**src/rtl/fetch_stage.sv**
```systemverilog
// Instruction fetch stage: a PC register that drives the fetch address, plus one output register
// holding the fetched instruction and its PC for decode.
module fetch_stage #(
  parameter logic [31:0] RESET_PC = 32'h0000_0000
) (
  input  logic        CLK,
  input  logic        RST,
  input  logic        ihit,
  input  logic        freeze,
  input  logic        misprediction,
  input  logic [31:0] correct_pc,
  input  logic [31:0] pc_prediction,
  input  logic [31:0] imemload,
  output logic [31:0] imemaddr,
  output logic [31:0] instr,
  output logic [31:0] pc
);

  logic [31:0] r_pc_fetch;
  logic [31:0] r_instr;
  logic [31:0] r_pc_out;
  logic        w_advance;
  logic [31:0] w_pc_next;

  assign w_advance = ihit & ~freeze;

  // A redirect always wins, even when the stage is stalled or the memory is missing.
  always_comb begin
    w_pc_next = r_pc_fetch;
    if (misprediction)
      w_pc_next = correct_pc;
    else if (w_advance)
      w_pc_next = pc_prediction;
  end

  always_ff @(posedge CLK or posedge RST) begin
    if (RST)
      r_pc_fetch <= RESET_PC;
    else
      r_pc_fetch <= w_pc_next;
  end

  // The output register captures the current fetch regardless of a redirect, and a bubble otherwise.
  always_ff @(posedge CLK or posedge RST) begin
    if (RST) begin
      r_instr  <= 32'h0;
      r_pc_out <= 32'h0;
    end else if (w_advance) begin
      r_instr  <= imemload;
      r_pc_out <= r_pc_fetch;
    end else begin
      r_instr  <= 32'h0;
      r_pc_out <= 32'h0;
    end
  end

  assign imemaddr = r_pc_fetch;
  assign instr    = r_instr;
  assign pc       = r_pc_out;

endmodule

```
**config.mk**
```make
export PLATFORM = sky130hd
export DESIGN_NAME = fetch_stage
export DESIGN_NICKNAME = d
export VERILOG_FILES = /design/src/rtl/fetch_stage.sv
export SDC_FILE = /design/constraint.sdc
export NUM_CORES = 1
export LEC_CHECK = 0
export CAP_MARGIN = 10
export CORE_MARGIN = 2
export CORE_UTILIZATION = 43
export CTS_BUF_LIST = sky130_fd_sc_hd__clkbuf_16
export CTS_CLUSTER_DIAMETER = 200
export CTS_CLUSTER_SIZE = 12
export DETAILED_ROUTE_END_ITERATION = 10
export GPL_TIMING_DRIVEN = 0
export MAX_ROUTING_LAYER = met4
export PLACE_DENSITY = 0.95
export REMOVE_ABC_BUFFERS = 1
export SYNTH_ARGS = -nofsm -noshare
export SYNTH_HDL_FRONTEND = slang
export SYNTH_SLANG_ARGS = --single-unit
```
**constraint.sdc**
```tcl
create_clock -name CLK -period 6.45 [get_ports CLK]
set_input_delay 1.6125 -clock CLK [delete_from_list [all_inputs] [get_ports CLK]]
set_output_delay 1.6125 -clock CLK [all_outputs]
set_load 0.01 [all_outputs]
```
**Word-level counts from Yosys, hierarchy flattened**

Cells that the tools add are included.

- Output and inout port bits: 96
- Register bits after elaboration: 96

- Multiplexer cells: 4
- Reduce and logical (&&, ||, !) cells: 1
- Bitwise gates (word level): 2

Operator list:

| cell | count |
|---|---|
| $mux W32 | 4 |
| $reduce_bool A2 Y1 | 1 |
| $and A1 B1 Y1 | 1 |
| $not A1 Y1 | 1 |

**Depth between registers and ports, before layout**

- Depth after elaboration: 4
- Gate-level depth with buffers: 4
- Depth with buffers taken out: 2

**Worst setup path before layout**

OpenSTA, ideal clock, no wires.

- Kind: in2reg
- From: input port freeze
- To: register r_instr[0] (netlist: instr[0])
- Arrival time: 2.180 ns
- Buffers on the path: 2
- Setup slack: 4.151 ns
- Stages on the path: 4
- Setup time: 0.119 ns
- Data required time: 6.331 ns
- Cells stage by stage: and2b_4 -> buf_6 -> buf_6 -> and2_1

- Word-level cells in the longest chain between the ends: 3

RTL lines:

| item | RTL line | RTL |
|---|---|---|
| from (decl) | 9 | `input logic freeze,` |
| $not A1 Y1 | 25 | `assign w_advance = ihit & ~freeze;` |
| $and A1 B1 Y1 | 25 |  |
| $mux W32 | 48 | `end else if (w_advance) begin` |
| to (signal assigned) | 49 | `r_instr <= imemload;` |
| to (decl) | 20 | `logic [31:0] r_instr;` |

No other way between the ends.
A chain may end at the register's enable or synchronous reset.

**Final worst setup path**

- From: input port freeze
- To: register r_pc_fetch[30] (netlist: imemaddr[30])

- Word-level cells in the longest chain between the ends: 3

RTL lines:

| item | RTL line | RTL |
|---|---|---|
| $not A1 Y1 | 25 |  |
| $and A1 B1 Y1 | 25 |  |
| $reduce_bool A2 Y1 (no source line) | - |  |
| to (signal assigned) | 40 | `r_pc_fetch <= w_pc_next;` |
| to (decl) | 19 | `logic [31:0] r_pc_fetch;` |

No other way between the ends.

==> results by group <==
Status
  – Status: finished clean

Worst setup path
  – Crit path launch type: primary input
  – Max incr delay on CP: 1120 ps
  – CP max FO: 96
  – WP data required: between 6000 and 7000 ps
  – Crit-path cells: clkdlybuf4s50_1 > and2b_4 > o311ai_1
  – Critical path class: primary input to flop
  – Worst path slowest cell: and2b_4
  – Data arrival, critical path: 3920 ps
  – CP endpoint kind: flop

STA
  – Post-route setup TNS: 0 ps
  – Skew final: between 9 and 10 ps
  – Hold Vio Cnt, Final: 0
  – # setup viols final: 0
  – Slew headroom: 0.306
  – Max-slew violations: 0
  – Hold_ws: around 520 ps
  – RSZ-0062 raised after global routing: false
  – Max Freq: 266 MHz
  – Final Cycle Share: 0.582
  – Tmin final: roughly 3800 ps
  – Least-Margin Pin Slew: ~1000 ps

Detailed routing
  – Residual DRC: 0
  – DRT Wirelength: 10200 microns
  – Via count: 3094
  – Final antenna-violating net count: 0
  – Routed length per placed instance: 16.6 microns
  – Via/cell ratio: 5.05
  – Drt pass-1 iters: 4
  – Drt first-iter violations: 95

Power and ir drop
  – PD cells: roughly 230 mW/mm^2
  – Leak: 0.00268 uW
  – Worst VDD drop: 0.106 mV

Final layout
  – Antenna cells: 0
  – Fraction of layout cells with a size suffix above 1: 0.0416
  – Final #Nets: 601
  – Fillers: 631
  – Area delta synth->final: 59.8%

GRT
  – Initial antenna violation count: 0
  – GRT overflow: 0
  – First-pass GRT wire length: 16200 microns
  – Number of global-route vias before repair: 3272
  – Total GRT Usage: 0.214
  – Largest net degree at the start of global routing: 97

CTS
  – Clk buf depth: 2
  – Worst-Skew Late Latency: 330 ps
  – Total CTS buffers: 9
  – Clock tree from TritonCTS: built
  – Sinks on the clock net: 96
  – Postcts setup bufs: 0
  – Clock root buffer: clkbuf_16
  – CTS clk-pin slew, worst paths: 70 ps
  – H-Tree Depth: 3
  – Hold-fix buffers, CTS: 0
  – Cts repair resizes: 0

Placement
  – Placer congestion estimate: 0.778
  – Hpwl dp: 7230 microns
  – IO Port Bufs: 196

Synthesis
  – Synthesis-stage register bit count: 96
  – Cells after synthesis: 316
  – Yosys warns: 0
  – Mapped cell area: between 0.003 and 0.004 sq mm
  – Syn Area/Cell: 12.2 sq um
  – Sequential share of the synthesized area: 0.625
  – Post-synthesis cell type count: 11

Die
  – Rows: 34
  – Core Box Area: 0.00868 sq mm
  – Chip height: 98.5 microns
  – Die width: 98.5 microns
  – Initial core utilization: 0.443
  – I/O Pins: 197
  – Die footprint: 0.00971 sq mm

Hold path
  – Worst hold path class: flop to flop

Run
  – # Max-Cap Violations: 0
## stage by stage
| stage | setup WS, ps | std cells | utilization | area, sq um | power (uW) |
|---|---|---|---|---|---|
| after global placement | 1000 | 594 | 0.668 | 5790 | 908 |
| after detailed placement | 2360 | 597 | 0.676 | 5870 | 921 |
| after CTS | 2720 | 613 | 0.707 | 6140 | 1410 |
| final | 2690 | 613 | 0.707 | 6140 | 1390 |
| after floorplan | 2330 | 290 | - | 3700 | 746 |
| after global routing | 2450 | 613 | 0.707 | 6140 | 1450 |
## final timing paths
kind                              startpoint            to  slack (ps)  cells past startpoint
worst max-delay path                  freeze  imemaddr[30]        2690                      3
worst min-delay path            imemaddr[29]        pc[29]         520                      1
worst max register to register   imemaddr[5]   imemaddr[5]        5590                      2
worst min register to register  imemaddr[29]        pc[29]         520                      1
max in group asynchronous                RST         pc[2]        4110                      3
min in group asynchronous                RST     instr[27]        1700                      2
## final cells by class
cell class | count | area [sq um] | share of cell area
Tap cell | 108 | 135 | 0.0220
Sequential cell | 96 | 2400 | 0.391
Multi-Input combinational cell | 161 | 1170 | 0.191
Inverter | 33 | 126 | 0.0206
Clock inverter | 7 | 47.5 | 0.00774
Timing Repair Buffer | 199 | 2030 | 0.331
Clock buffer | 9 | 225 | 0.0367
## synth_stat cells
master | count | share of area
and2_1 | 64 | 0.10
and2b_4 | 1 | 0.0026
buf_2 | 4 | 0.0052
buf_4 | 1 | 0.0020
buf_6 | 5 | 0.015
clkbuf_1 | 16 | 0.016
dfrtp_1 | 96 | 0.63
inv_1 | 33 | 0.032
nand2_1 | 32 | 0.031
nand4bb_1 | 32 | 0.094
o311ai_1 | 32 | 0.073
## metal layers
metal,global-route usage,vias to the layer above,share of wire
met5,-,-,0
met4,0.0643,0,0.018
met3,0.0447,16,0.067
met2,0.355,158,0.49
met1,0.265,1493,0.42
li1,-,1427,-
## cell usage in the layout, fill, tap and decap left out, drive strengths merged, types with 4 or more instances in the layout
cell	Yosys	final
clkdlybuf4s50	0	195
dfrtp	96	96
and2	64	64
inv	33	34
nand2	32	32
nand4bb	32	32
o311ai	32	32
clkbuf	16	9
clkinv	0	5
buf	10	4
## logic make-up after synthesis
| kind of cell | after synthesis | synth area share |
|---|---|---|
| and+or+nand+nor | 129 | 0.232 |
| DFF | 96 | 0.625 |
| buffers and inverters | 59 | 0.0697 |
| AOI/OAI and AO/OA | 32 | 0.0730 |
## critical path: cells and delay by family
family | cells | cell delay (ps)
simple gates | 1 | 1120
buf+inv | 1 | 960
compound gates | 1 | 170
## state kept, by name, indices dropped and copies added, names as in the netlist
signal and count:
instr 32, imemaddr 32, pc 32
## power breakdown
part	total (uW)	leakage (uW)	switching (uW)	internal (uW)
logic	248	0.00130	97.7	151
clock network	483	0.000133	222	261
registers	660	0.00125	20.6	639
total	1390	0.00268	340	1050
Power figures use the tool's default switching activity.
